$ cat config.mk
export PLATFORM = sky130hd
export DESIGN_NAME = mem_access_stage
export DESIGN_NICKNAME = d
export VERILOG_FILES = /design/src/rtl/mem_access_stage.sv
export SDC_FILE = /design/constraint.sdc
export NUM_CORES = 1
export LEC_CHECK = 0
export ABC_CLOCK_PERIOD_IN_PS = 10400
export CAP_MARGIN = 20
export CORE_AREA = 2 2 124 126
export DETAILED_ROUTE_END_ITERATION = 8
export DIE_AREA = 0 0 126 128
export DONT_BUFFER_PORTS = 1
export REMOVE_ABC_BUFFERS = 1
export SLEW_MARGIN = 20
export SYNTH_ARGS = -nofsm -noshare
export SYNTH_HDL_FRONTEND = slang
export SYNTH_SLANG_ARGS = --single-unit
$ cat constraint.sdc
create_clock -name clk -period 10.4 [get_ports clk]
set_input_delay 1.56 -clock clk [delete_from_list [all_inputs] [get_ports clk]]
set_output_delay 1.56 -clock clk [all_outputs]
set_load 0.02 [all_outputs]
$ cat src/rtl/mem_access_stage.sv
// Pipeline memory stage: data-memory req/ready access with a wait-state timeout, branch resolution, MEM/WB register.
// Optional macro MEM_MISALIGN_CHECK_EN blocks word-misaligned accesses and adds a sticky misalign flag.
module mem_access_stage #(
  parameter int WAIT_LIMIT = 16,
  parameter int CNT_W      = 5
) (
  input  logic        clk,
  input  logic        rst,
  input  logic        in_valid,
  input  logic [31:0] store_data_in,
  input  logic [31:0] alu_result_in,
  input  logic [4:0]  dest_in,
  input  logic [3:0]  memctrl_in,
  input  logic [1:0]  wbctrl_in,
  input  logic [31:0] addresult_in,
  input  logic        zero_in,
  output logic [31:0] mem_addr,
  output logic [31:0] mem_wdata,
  output logic        mem_rd,
  output logic        mem_wr,
  input  logic [31:0] mem_rdata,
  input  logic        mem_ready,
  output logic        stall,
  output logic        branch_taken,
  output logic [31:0] branch_target,
  output logic        wb_valid,
  output logic [31:0] wb_read_data,
  output logic [31:0] wb_result,
  output logic [4:0]  wb_dest,
  output logic [1:0]  wb_ctrl,
  output logic        mem_err,
`ifdef MEM_MISALIGN_CHECK_EN
  output logic        misalign,
`endif
  output logic        state_dbg
);

  // Handshake: mem_rd/mem_wr act as valid and are held, with address and data
  // stable, until the cycle mem_ready=1 (that cycle completes the transfer).
  // mem_ready outside a request is ignored. Upstream holds while stall=1.
  typedef enum logic {S_IDLE = 1'b0, S_WAIT = 1'b1} state_t;

  localparam logic [CNT_W-1:0] LIMIT = CNT_W'(WAIT_LIMIT);

  state_t           state, state_nxt;
  logic [CNT_W-1:0] cnt;
  logic             mem_read, mem_write, access, misaligned, req, timeout, complete;

  assign mem_read  = memctrl_in[3];
  assign mem_write = memctrl_in[2];
  assign access    = in_valid & (mem_read | mem_write);

`ifdef MEM_MISALIGN_CHECK_EN
  assign misaligned = access & (alu_result_in[1:0] != 2'b00);
`else
  assign misaligned = 1'b0;
`endif

  assign req      = access & ~misaligned;
  assign timeout  = (state == S_WAIT) & ~mem_ready & (cnt == LIMIT);
  assign complete = req & (mem_ready | timeout);

  assign state_dbg     = (state == S_WAIT);
  assign branch_target = addresult_in;

  always_ff @(posedge clk or posedge rst) begin
    if (rst) state <= S_IDLE;
    else     state <= state_nxt;
  end

  always_comb begin
    state_nxt = state;
    case (state)
      S_IDLE: if (req && !mem_ready) state_nxt = S_WAIT;
      S_WAIT: if (!req || mem_ready || timeout) state_nxt = S_IDLE;
      default: state_nxt = S_IDLE;
    endcase
  end

  // Read wins when MemRead and MemWrite are both set; rst drops the request at once.
  always_comb begin
    mem_rd    = 1'b0;
    mem_wr    = 1'b0;
    mem_addr  = '0;
    mem_wdata = '0;
    stall     = 1'b0;
    if (!rst && req) begin
      mem_rd    = mem_read;
      mem_wr    = mem_write & ~mem_read;
      mem_addr  = alu_result_in;
      mem_wdata = store_data_in;
      stall     = ~complete;
    end
  end

  always_ff @(posedge clk or posedge rst) begin
    if (rst) begin
      cnt <= '0;
    end else if (state == S_IDLE) begin
      cnt <= (req && !mem_ready) ? CNT_W'(1) : '0;
    end else if (state_nxt == S_WAIT) begin
      cnt <= cnt + CNT_W'(1);
    end else begin
      cnt <= '0;
    end
  end

  always_comb begin
    branch_taken = 1'b0;
    if (!rst && in_valid && !stall) begin
      case (memctrl_in[1:0])
        2'b01:   branch_taken = zero_in;
        2'b10:   branch_taken = ~zero_in;
        2'b11:   branch_taken = 1'b1;
        default: branch_taken = 1'b0;
      endcase
    end
  end

  // An aborted or blocked access still retires, but never writes the register file.
  always_ff @(posedge clk or posedge rst) begin
    if (rst) begin
      wb_valid     <= 1'b0;
      wb_read_data <= '0;
      wb_result    <= '0;
      wb_dest      <= '0;
      wb_ctrl      <= '0;
      mem_err      <= 1'b0;
    end else begin
      mem_err <= mem_err | timeout;
      if (in_valid && !stall) begin
        wb_valid     <= 1'b1;
        wb_result    <= alu_result_in;
        wb_dest      <= dest_in;
        wb_ctrl      <= {wbctrl_in[1] & ~timeout & ~misaligned, wbctrl_in[0]};
        wb_read_data <= (req && mem_read && !timeout) ? mem_rdata : '0;
      end else begin
        wb_valid <= 1'b0;
        wb_ctrl  <= '0;
      end
    end
  end

`ifdef MEM_MISALIGN_CHECK_EN
  always_ff @(posedge clk or posedge rst) begin
    if (rst) misalign <= 1'b0;
    else     misalign <= misalign | misaligned;
  end
`endif

endmodule
Yosys cells after proc, flatten, opt, wreduce, memory -nomap -nowiden. Cells that the tools add are included.

Add/sub/neg operators: 1. Equal/unequal tests: 4. Muxes and demuxes: 16. Bitwise operators: 15. Reduce and logical (&&, ||, !) cells: 14.

Operators by type and width (count): 32-bit two-way mux (3); 5-bit two-way mux (2); 1-bit two-way mux (8); 1-bit logical AND (7); 1-bit AND (6); 1-bit inverter (6); 5-bit by 1-bit adder with 5-bit output, second input constant (1); 5-bit equality test, second input constant (1); 1-bit logical NOT (5); 2-bit equality test, second input constant (2); 1-bit OR (3); 1-bit case mux with 3 select lines (1); 2-bit by 1-bit equality test with 1-bit output, second input constant (1); 1-bit logical OR (2); 2-bit two-way mux (1); 1-bit case mux with 2 select lines (1).

Flip-flop bits (word level): 79. Input bits: 144. Output and inout port bits: 174. Word-level logic and storage cells: 58.

Logic depth before layout (Yosys ltp). Gate-level depths: netlist of the first run.

Depth in word-level cells: 10. Depth in mapped cells: 7. Gate-level depth less buffers: 6.

Worst setup path after synthesis of the first run. Ideal clock, no wire load.

Path type: in2out. From: input port rst. To: output port mem_addr[0]. Arrival time: 4.344 ns. Required time: 8.840 ns. Slack: 4.496 ns. Cell stages on the path: 5. Cell sequence: inv_1 nand2_1 nor2_1 clkbuf_1 and2_1.

Word-level cells in the longest chain between the ends: 3.

Ends and longest elaborated chain: start: declaration (line 8) `input logic rst,`; 1-bit logical NOT (no line); 1-bit logical AND (line 87) `if (!rst && req) begin`; 32-bit two-way mux (line 87); end: declaration (line 17) `output logic [31:0] mem_addr,`.

Every way passes these cells.

Worst setup path in the final report of the first run.
From: input port mem_ready. To: output port branch_taken.

Word-level cells in the longest chain between the ends: 10.

Ends and longest elaborated chain: start: declaration (line 22) `input logic mem_ready,`; 1-bit inverter (line 60) `assign timeout = (state == S_WAIT) & ~mem_ready & (cnt == LIMIT);`; 1-bit AND (2 in series) (line 60); 1-bit OR * (line 61) `assign complete = req & (mem_ready | timeout);`; 1-bit AND * (line 61); 1-bit inverter * (line 92) `stall = ~complete;`; 1-bit two-way mux * (line 87); 1-bit logical NOT * (line 110) `if (!rst && in_valid && !stall) begin`; 1-bit logical AND * (line 110); 1-bit two-way mux * (line 110); end: declaration (line 24) `output logic branch_taken,`.

Mark *: on every way between the ends. The rest lies on a longest branch, timed or not.

==> results by group, run 1 <==
STA
  – Setup violators final: 0
  – WHS: 0.603 ns
  – RSZ-0062 raised after global routing: false
  – Achievable Freq: 222 MHz
  – Hold Fails Final Rpt: 0
  – Setup TNS: 0 ns
  – Slew margin rel.: 0.559
  – Tcrit/Tclk final: 0.433
  – Pin slew with the least headroom to its limit: 0.659 ns
  – Clock skew: 0.00682 ns
  – Post-layout min period: 4.50 ns
  – Fin. max-slew vios: 0

Floorplanning
  – Site Rows: 45
  – Die area: 16100 µm²
  – Initial Util: 0.246
  – I/O pin count: 318
  – Die Height: 128 µm
  – Die Width: 126 µm
  – CORE AREA: 14900 µm²

Yosys
  – Syn avg cell area: 12.3 µm²
  – Synthesized cell area: 3650 µm²
  – Flops & latches, synth: 79
  – Synth warn: 0
  – Sequential share of the synthesized area: 0.541
  – Synth Instances: 296
  – Yosys cell types: 27

Routing
  – Routed WL: 9.59 mm
  – DRC marker count from the first detailed-route iteration: 64
  – Pre-Repair DR Iteration Count: 4
  – Routed WL per cell: 21.0 µm
  – DRC: 0
  – Antenna-violating nets left: 0
  – Vias post-DR: 2164
  – Drt via density: 4.74

Global routing
  – Initial antenna violation count: 0
  – Vias in the first global route: 2191
  – GRT Total Usage: 0.115
  – Largest net degree at the start of global routing: 65
  – Total global routing overflow: 0
  – First-pass GRT wire length: 13.4 mm

CTS
  – Clock Sink Count: 79
  – Cts hold-fix bufs: 0
  – Bufs on Longest Clock Path: 2
  – TritonCTS clock tree: built
  – CTS Buf Count: 9
  – Worst-path clk slew: 0.06 ns
  – Post-CTS Setup Inserts: 0
  – Htree depth: 3
  – Clk_lat worst skew: 0.32 ns
  – Root Buffer: clkbuf_16
  – Post-cts sizing count: 0

Finish
  – N_diodes: 0
  – Fin cells: 457
  – Reg area: 1980 µm²
  – Share of layout cells above drive strength 1: 0.227
  – Filler instances: 1513
  – NumNets Final: 410
  – Multi-input logic area: 1330 µm²
  – Area Growth Syn to Fin: 6.31%

Setup path
  – CP max stage delay: 0.59 ns
  – Worst setup EP type: primary output
  – WS Path Type: input pin to primary output
  – Required @ worst endpoint: 8.84 ns
  – Critical path cell sequence: nand4b_1, nor3_2, nor2_1, nor3_1
  – Crit. Startpoint: mem_ready
  – Worst setup SP type: input pin
  – CP max stage cell: nor3_1
  – Reg-to-Reg Start: cnt[0]
  – Data arrival, critical path: 2.94 ns
  – Crit path max fanout: 7

Placement
  – Final HPWL DP: 7.61 mm
  – I/O Buffers: 0
  – RePlAce Congestion: 0.740
  – Cell total after placement: 441

Power and ir drop
  – Pwr dens: 195 nW/µm²
  – Worst IR drop on VDD: 66.1 µV
  – Leakage: 0.00173 µW

Status
  – Status: finished clean

Min path
  – Hold path startpoint: cnt[0]
  – Worst Hold Class: register to register

Run
  – Number of max-cap violations: 0
[report_power, final]
| part | switching (µW) | internal [µW] | leakage, µW |
|---|---|---|---|
| combinational | 39.5 | 29.8 | 0.000606 |
| sequential | 58.0 | 336 | 0.000989 |
| clock | 119 | 174 | 0.000134 |
| total | 216 | 539 | 0.00173 |
[worst paths after layout]
| kind | endpoint | slack, ns | cells past startpoint |
|---|---|---|---|
| min | cnt[0] | 0.60 | 2 |
| max in group asynchronous | wb_read_data[17] | 8.24 | 2 |
| min in group asynchronous | wb_result[19] | 1.14 | 1 |
| max reg2reg | wb_result[5] | 8.28 | 7 |
| max | branch_taken | 5.90 | 4 |
| min reg2reg | cnt[0] | 0.60 | 2 |
[synthesized netlist by cell type (all sizes together)]
library cell	n	share of area
or2	1	0.0017
mux2	37	0.11
nand2	1	0.0010
nand3	2	0.0027
o211ai	1	0.0021
a22o	32	0.077
mux2i	1	0.0027
and3	5	0.0086
xnor2	2	0.0048
nor3	3	0.0055
or3b	1	0.0024
o21a	1	0.0021
ha	2	0.0069
clkbuf	9	0.0093
nand4b	1	0.0024
dfrtp	79	0.54
nor3b	2	0.0041
xor2	1	0.0024
o31ai	1	0.0058
buf	39	0.082
inv	5	0.0051
nor2	6	0.0062
and2	64	0.11
[metrics by stage]
stage | utilization | setup slack (ns) | cell area, µm² | power (µW)
detailed placement | 0.242 | 5.87 | 3600 | 471
CTS | 0.261 | 5.87 | 3880 | 771
finish | 0.261 | 5.90 | 3880 | 756
floorplan | - | 3.63 | 3320 | 451
global route | 0.261 | 5.67 | 3880 | 796
global placement | 0.242 | 5.89 | 3600 | 469
[worst max-delay path, delay by kind of cell]
kind             cells  cell delay (ns)
AND/OR/NAND/NOR      4             1.39
[cells by family after synthesis]
logic type               count (synthesis)  synth area share
AND/OR/NAND/NOR                         86             0.144
flip-flops                              79             0.541
buffers and inverters                   53            0.0966
multiplexers                            38             0.117
AO/OA/AOI/OAI                           35            0.0867
XOR/XNOR                                 3           0.00720
adder cells (fa/ha/maj)                  2           0.00685
[area by class of cell]
cell class | count | share of cell area
clock inverter | 5 | 0.00838
clock buffer | 11 | 0.0651
sequential | 79 | 0.509
inverter | 5 | 0.00516
tap | 188 | 0.0606
multi-input combinational | 164 | 0.342
timing repair buffer | 5 | 0.00967
[placed cells by master, fill, tap and decap left out, types with 3 or more instances in the layout]
master      Yosys  final
a22o_1         32     32
and2_1         64     64
and3_1          5      5
buf_4          32      5
clkbuf_16       0      9
clkinv_2        0      3
clkinvlp_4      0      3
dfrtp_1        79     79
inv_1           5      4
mux2_1          3      3
mux2_2         34     34
nor2_1          6      4
[registers in the layout (all words and copies together), names as in the netlist]
name / cells
wb_valid: 1
mem_err: 1
cnt: 5
wb_dest: 5
wb_ctrl: 2
wb_read_data: 32
state_dbg: 1
wb_result: 32
[routing by layer]
| layer | GRT usage | share of wire | wire length (µm) |
|---|---|---|---|
| met5 | 0.0279 | 0.0068 | 65 |
| met4 | 0.0381 | 0.011 | 103 |
| met3 | 0.0822 | 0.14 | 1340 |
| met2 | 0.168 | 0.46 | 4460 |
| met1 | 0.129 | 0.38 | 3630 |
(Power assumes the default switching activity.)
==> inputs of run 2 (changes only) <==
--- a/config.mk
+++ b/config.mk
@@ -5,7 +5,7 @@
 export SDC_FILE = /design/constraint.sdc
 export NUM_CORES = 1
 export LEC_CHECK = 0
-export ABC_CLOCK_PERIOD_IN_PS = 10400
+export ABC_CLOCK_PERIOD_IN_PS = 3920
 export CAP_MARGIN = 20
 export CORE_AREA = 2 2 124 126
 export DETAILED_ROUTE_END_ITERATION = 8
==> constraint.sdc (replaced) <==
create_clock -name clk -period 3.92 [get_ports clk]
set_input_delay 0.588 -clock clk [delete_from_list [all_inputs] [get_ports clk]]
set_output_delay 0.588 -clock clk [all_outputs]
set_load 0.02 [all_outputs]
==> run 2 against run 1 <==
Power rose to 2.8 times the previous value. Die area did not move. Largest power group unchanged. Count of clock-buffer cells in the layout rose by 2. Clock power rose to 3.1 times the previous value. Critical endpoint unchanged.
==> results by group, run 2 (synthesis gave the netlist of run 1 again) <==
Status
  – Status: finished clean

Global routing
  – Vias in the first global route: 2223 (+1.5%)
  – Initial antenna violation count: 0 (unchanged)
  – GRT Total Usage: 0.116 (+0.000809)
  – Largest net degree at the start of global routing: 73 (+12%)
  – Total global routing overflow: 0 (unchanged)
  – First-pass GRT wire length: 13.7 mm (+1.8%)

CTS
  – TritonCTS clock tree: built
  – Clk_lat worst skew: 0.32 ns (about the same)
  – Bufs on Longest Clock Path: 2 (unchanged)
  – Root Buffer: clkbuf_16
  – Worst-path clk slew: 0.06 ns (about the same)
  – Clock Sink Count: 79 (unchanged)
  – CTS Buf Count: 9 (unchanged)
  – Post-CTS Setup Inserts: 0 (unchanged)
  – Cts hold-fix bufs: 0 (unchanged)
  – Htree depth: 3 (unchanged)
  – Post-cts sizing count: 0 (unchanged)

Power and ir drop
  – Internal power: 1560 µW (+190%)
  – Proportion of power drawn by the clock network: 0.423 (+0.036)
  – Worst IR drop on VDD: 223 µV (+240%)
  – Pwr dens: 544 nW/µm² (+180%)
  – Comb pwr share: 0.086 (-0.006)
  – Sw Ratio: 0.267 (-0.0198)
  – Reg power frac: 0.491 (-0.030)
  – Psw: 568 µW (+160%)
  – Leakage: 0.00175 µW (+1.2%)

Floorplanning
  – Die area: 16100 µm² (unchanged)
  – Site Rows: 45 (unchanged)
  – Die Height: 128 µm (unchanged)
  – CORE AREA: 14900 µm² (unchanged)
  – Initial Util: 0.246 (unchanged)
  – I/O pin count: 318 (unchanged)
  – Die Width: 126 µm (unchanged)

STA
  – WHS: 0.161 ns (-0.442 ns)
  – Tcrit/Tclk final: 0.739
  – RSZ-0062 raised after global routing: false
  – Pin slew with the least headroom to its limit: 0.850 ns (+0.190 ns)
  – Final worst slack: 1.02 ns (-4.87 ns)
  – Slew margin rel.: 0.434 (-0.126)
  – Post-layout min period: 2.90 ns
  – Clock skew: 0.00596 ns (-0.000862 ns)
  – Hold Fails Final Rpt: 0 (unchanged)
  – Achievable Freq: 345 MHz
  – Setup violators final: 0 (unchanged)
  – Fin. max-slew vios: 0 (unchanged)

Routing
  – Pre-Repair DR Iteration Count: 4 (unchanged)
  – DRC: 0 (unchanged)
  – Antenna-violating nets left: 0 (unchanged)
  – Routed WL: 9.61 mm (+0.20%)
  – Vias post-DR: 2153 (-0.51%)
  – DRC marker count from the first detailed-route iteration: 38 (-41%)
  – Drt via density: 4.72 (-0.29%)
  – Routed WL per cell: 21.1 µm (+0.42%)

Setup path
  – Worst setup SP type: register
  – Worst setup EP type: primary output
  – Crit path max fanout: 7 (unchanged)
  – Required @ worst endpoint: 3.33 ns (-5.51 ns)
  – WS Path Type: register to primary output
  – Reg2reg setup slack: 1.60 ns (-6.68 ns)
  – Data arrival, critical path: 2.31 ns (-0.63 ns)
  – FF-to-FF path depth: 7 (unchanged)
  – Reg-to-Reg Start: cnt[0]
  – Crit Reg-Reg Endpoint: wb_result[15]

Placement
  – Placed Area: 3590 µm² (-0.21%)
  – Final HPWL DP: 7.46 mm (-1.9%)
  – RePlAce Congestion: 0.723 (-2.2%)
  – I/O Buffers: 0 (unchanged)
  – Pre-CTS setup slack: 1.32 ns (-4.55 ns)

Finish
  – Most common cell after layout, fill and taps aside: dfrtp_1
  – Filler instances: 1506 (-0.46%)
  – Area Growth Syn to Fin: 7.20%
  – NumNets Final: 409 (-0.24%)
  – N_diodes: 0 (unchanged)
  – Largest regs: wb_read_data (32), wb_result (32)
  – Share of layout cells above drive strength 1: 0.216 (-0.0103)
  – Post-route cell area: 3910 µm² (+0.84%)
  – Commonest non-fill, non-tap cells in the layout: dfrtp_1 (79), and2_1 (64), mux2_2 (34), a22o_1 (32), clkbuf_16 (9)

Min path
  – Worst Hold Class: input pin to async pin

Run
  – Number of max-cap violations: 0 (unchanged)
[run 2: worst max path at each step]
stage                     startpoint      endpoint
final                         cnt[1]  branch_taken
after global routing          cnt[0]  branch_taken
after CTS                     cnt[1]  branch_taken
after detailed placement         rst  mem_addr[13]
after global placement     mem_ready  branch_taken
after floorplan                  rst   mem_addr[0]
[run 2: metrics by stage]
step / setup TNS (ns) / util / total power, µW / instances
final: 0 / 0.263 / 2130 / 456
after global routing: 0 / 0.263 / 2230 / 456
after CTS: 0 / 0.263 / 2170 / 456
after detailed placement: 0 / 0.241 / 1250 / 440
after global placement: 0 / 0.241 / 1240 / 440
after floorplan: -57.94 / - / 1200 / 248
[run 2: layer usage]
| metal | GRT usage | share of wire | up-vias |
|---|---|---|---|
| li1 | - | - | 907 |
| met1 | 0.131 | 0.38 | 1024 |
| met2 | 0.173 | 0.46 | 210 |
| met3 | 0.0785 | 0.14 | 10 |
| met4 | 0.0368 | 0.010 | 2 |
| met5 | 0.0279 | 0.0067 | - |
[run 2: final cells by class]
| cell class | count | area, µm² | share of cell area |
|---|---|---|---|
| repair buffers | 4 | 30.0 | 0.00767 |
| well taps | 188 | 235 | 0.0601 |
| multi-input cells | 164 | 1330 | 0.339 |
| clock buffers | 13 | 260 | 0.0665 |
| flip-flops and latches | 79 | 1980 | 0.505 |
| inverters | 5 | 20.0 | 0.00512 |
| clock inverters | 3 | 65.1 | 0.0166 |
[run 2: critical path, cell delays in order (launching register included)]
cell,delay [ns]
dfrtp_1,0.40
inv_1,0.08
ha_1,0.14
nand4b_1,0.11
nor3_2,0.43
nor2_1,0.24
nor3_1,0.60
[run 2: power by group through the flow]
stage | combinational (µW) | clock, µW | sequential, µW
finish | 183 | 900 | 1050
detailed placement | 188 | 0 | 1060
CTS | 187 | 931 | 1050
global placement | 181 | 0 | 1060
global route | 204 | 975 | 1050
floorplan | 160 | 0 | 1040
==> RTL change 1 (config.mk and constraints of run 2) <==
Build with the macro `MEM_MISALIGN_CHECK_EN` defined.
--- a/src/rtl/mem_access_stage.sv
+++ b/src/rtl/mem_access_stage.sv
@@ -2,2 +2,4 @@
 // Optional macro MEM_MISALIGN_CHECK_EN blocks word-misaligned accesses and adds a sticky misalign flag.
+`define MEM_MISALIGN_CHECK_EN
+
 module mem_access_stage #(
Formal check against the unedited RTL (old outputs only; new: misalign): not equivalent (Yosys sat finds a counterexample within 4 cycles, from zero or initial values and one cycle with rst high).
==> RTL change 1 against run 2 <==
  * Critical endpoint unchanged
  * Core utilization up 2.6 points
  * Wire length up 18%
  * Synthesized area is 9.2% higher
  * Largest cell class unchanged
  * Critical path type unchanged
  * Setup slack lost 67 ps
  * Cell area grew 9.7%
  * Count of clock-buffer cells in the layout shrank 3
  * Sequential cell count up 1
  * Power shrank 0.85%
==> RTL change 1: results (changes against run 2) <==
| Metric | Value |
|---|---|
| Worst-Margin Slew | `919 ps (+69.4 ps)` |
| Routing usage on met3 | `7.26% (-0.58 points)` |
| Synth unique cells | `32 (+19%)` |
| Post-DP HPWL | `8770 um (+17%)` |
| Largest cells by area after synthesis | `dfrtp_1, and2_1, mux2i_1` |
| Grt met2 use | `21.3% (+4.0 points)` |
| Max IR drop VDD | `0.167 mV (-25%)` |
| Slowest stage delay, CP | `540 ps (-60 ps)` |
| Place WS | `1190 ps (-131 ps)` |
| Clk_skew | `7.65 ps (+1.69 ps)` |
| Largest net degree at the start of global routing | `65 (-11%)` |
| Post-synth top cells | `dfrtp_1, and2_1, buf_4, inv_1, mux2i_1` |
| Power share of the sequential group | `46.4% (-2.7 points)` |
| Final std cells w/o fill | `525 (+15%)` |
| Hold Worst Slack | `301 ps (+140 ps)` |
| Fin nets | `478 (+17%)` |
| Number of fill cells | `1519 (+0.86%)` |
| Internal Power | `1.58 mW (+0.96%)` |
| Fraction of layout cells with a size suffix above 1 | `15.1% (-6.5 points)` |
| Reg-to-reg setup timing slack | `1290 ps (-310 ps)` |
| Via Count | `2488 (+16%)` |
| Status | `finished clean` |
| Comb power | `0.133 mW (-27%)` |
| R2r endpoint | `wb_dest[4]$_DFFE_PP0P_` |
| Worst setup margin | `956 ps (-67.3 ps)` |
| Crit path DAT | `2380 ps (+70 ps)` |
| Post-Synthesis Cells | `366 (+24%)` |
RTL change 1: layer usage:
metal | part of all wire [%] | vias to the layer above
li1 | - | 1053
met1 | 39 | 1214
met2 | 47 | 208
met3 | 12 | 13
met4 | 2.1 | 0
met5 | 0 | -
RTL change 1: cells by family after synthesis:
family	after synthesis	share of synthesized area [%]
XOR/XNOR	3	0.659
multiplexers	70	18.7
other	1	0.0941
AO/OA/AOI/OAI	5	1.19
flip-flops	80	50.2
AND/OR/NAND/NOR	118	16.3
buffers and inverters	87	12.2
adder cells (fa/ha/maj)	2	0.628
RTL change 1: metrics by stage:
step                util, %  cell area, um^2
CTS                    28.9             4290
detailed placement     26.5             3940
floorplan                 -             3640
global placement       26.5             3940
global route           28.9             4290
finish                 28.9             4290
RTL change 1: final cells by class:
class                   instances  area (um^2)  area share, %
clock inverters                 6          115           2.68
inverters                      36          136           3.18
flip-flops and latches         80         2000           46.6
repair buffers                  5         50.0           1.17
multi-input cells             200         1520           35.3
well taps                     188          235           5.48
clock buffers                  10          239           5.57
==> RTL change 2 (settings of run 2) <==
Without the edit above. One comparison of `cnt` changes from == to >=.
--- a/src/rtl/mem_access_stage.sv
+++ b/src/rtl/mem_access_stage.sv
@@ -59,3 +59,3 @@
   assign req      = access & ~misaligned;
-  assign timeout  = (state == S_WAIT) & ~mem_ready & (cnt == LIMIT);
+  assign timeout  = (state == S_WAIT) & ~mem_ready & (cnt >= LIMIT);
   assign complete = req & (mem_ready | timeout);
Formal check against the unedited RTL: same outputs for any inputs over 10 cycles, from zero or initial values and one cycle with rst high; that may be too few to reach the edited logic, so the function may still have changed.
==> RTL change 2 against run 2 <==
  * Setup slack gained 570 ps
  * Sequential cell count is the same
  * Synthesized area shrank 0.93%
  * Wire length grew 0.63%
  * Register-to-register slack gained 380 ps
  * Via count shrank 0.70%
  * Power grew 0.11%
  * Cell area shrank 0.70%
  * Non-clock buffer count is the same
  * Clock skew is essentially flat
  * Highest routed layer unchanged
==> RTL change 2: results (changes against run 2) <==
| Metric | Value |
|---|---|
| I/O Buffers | `0 (unchanged)` |
| Placed inst area | `0.00357 mm^2 (-0.45%)` |
| Period utilisation layout | `59.4% (-14 points)` |
| Top Registers | `wb_read_data (32), wb_result (32)` |
| Clock buffer depth | `2 (unchanged)` |
| Worst R2R Start | `state_dbg$_DFF_PP0_` |
| Mux cell area share after synthesis | `11.8% (+0.11 points)` |
| Slowest cell on crit path | `nor4_1` |
| Reg-to-reg setup timing slack | `1980 ps (+380 ps)` |
| Post-DP HPWL | `7670 um (+2.8%)` |
| Place WS | `1590 ps (+270 ps)` |
| Worst r2r path cells | `4 (-3)` |
| Area share of fa/ha/maj cells after synthesis | `0.346% (-0.34 points)` |
| Critical path endpoint | `stall` |
| First-pass GRT wire length | `13200 um (-3.3%)` |
| Critical path type | `register to output port` |
| Antenna violations before repair | `0 (unchanged)` |
| Pleak | `1.71 nW (-2.4%)` |
| DR WL/cell | `21.3 um (+0.86%)` |
| TritonCTS buffer count | `9 (unchanged)` |
| Slowest stage delay, CP | `700 ps (+100 ps)` |
| Crit path max fanout | `5 (-2)` |
| Synth warn | `0 (unchanged)` |
| DP Cell Count | `439 (-0.23%)` |
| Seq/Total Area, Yosys | `54.7% (+0.51 points)` |
| Worst hold path type | `input port to async pin` |
| Largest cells by area after synthesis | `dfrtp_1, and2_1, mux2_2` |
| Status | `finished clean` |
| Compound-Gate Fraction of Synth Area | `9.51% (+0.84 points)` |
| Fraction of layout cells with a size suffix above 1 | `22.1% (+0.46 points)` |
| GP Congestion | `0.727 (+0.51%)` |
| Number of fill cells | `1494 (-0.80%)` |
| Fin nets | `407 (-0.49%)` |
| Max IR drop VDD | `0.226 mV (+1.2%)` |
| Total track usage | `11.3% (-0.25 points)` |
| Worst-Margin Slew | `910 ps (+60.3 ps)` |
| Number of DRC markers in iteration 0 | `47 (+24%)` |
| Predominant post-synthesis flop cell | `dfrtp_1` |
| R2r endpoint | `wb_result[20]$_DFFE_PP0P_` |
| Largest net degree at the start of global routing | `65 (-11%)` |
| Post-synth top cells | `dfrtp_1, and2_1, buf_4` |
| Synth unique cells | `29 (+7.4%)` |
| Mean Syn Cell Area | `12.3 um^2 (-0.59%)` |
| Post-synthesis xor/xnor area fraction | `0.484% (-0.24 points)` |
| Clk_skew | `5.96 ps (-0.00225 ps)` |
| Vias in the first global route | `2195 (-1.3%)` |
| Drt via density | `4.70 (-0.48%)` |
| Final wirelength | `9670 um (+0.63%)` |
| Crit path DAT | `1740 ps (-570 ps)` |
| Post_cts resized | `0 (unchanged)` |
| Setup bufs post-CTS | `0 (unchanged)` |
| Post-synth ARST share | `100% (unchanged)` |
| Clk Latency, worst-skew pair | `330 ps` |
| TritonRoute pass-1 iters | `4 (unchanged)` |
| Root Buffer | `clkbuf_16` |
| Hold Worst Slack | `231 ps (+69.9 ps)` |
| Switching share of power | `27.9% (+1.3 points)` |
-- RTL change 2: final cells by class --
class / instances / area [um^2] / area share [%]
clock buffers: 9 / 225 / 5.80
flip-flops and latches: 79 / 1980 / 50.9
well taps: 188 / 235 / 6.05
multi-input cells: 163 / 1310 / 33.7
inverters: 5 / 20.0 / 0.515
clock inverters: 7 / 87.6 / 2.25
repair buffers: 4 / 30.0 / 0.773
-- RTL change 2: power groups by stage --
stage | combinational [mW] | clock (mW) | sequential, mW
detailed placement | 0.199 | 0 | 1.09
CTS | 0.196 | 0.905 | 1.07
floorplan | 0.169 | 0 | 1.06
global route | 0.212 | 0.939 | 1.08
finish | 0.192 | 0.870 | 1.07
global placement | 0.191 | 0 | 1.09
-- RTL change 2: metal layers --
metal	GRT usage, %	share of wire, %
met2	18.1	49
met5	2.48	0.59
met4	3.49	0.88
met1	12.0	36
met3	7.47	14
-- RTL change 2: critical path: cells and delay by family (launching register included) --
kind / cells / cell delay [ps]
flops: 1 / 480
simple gates: 2 / 940
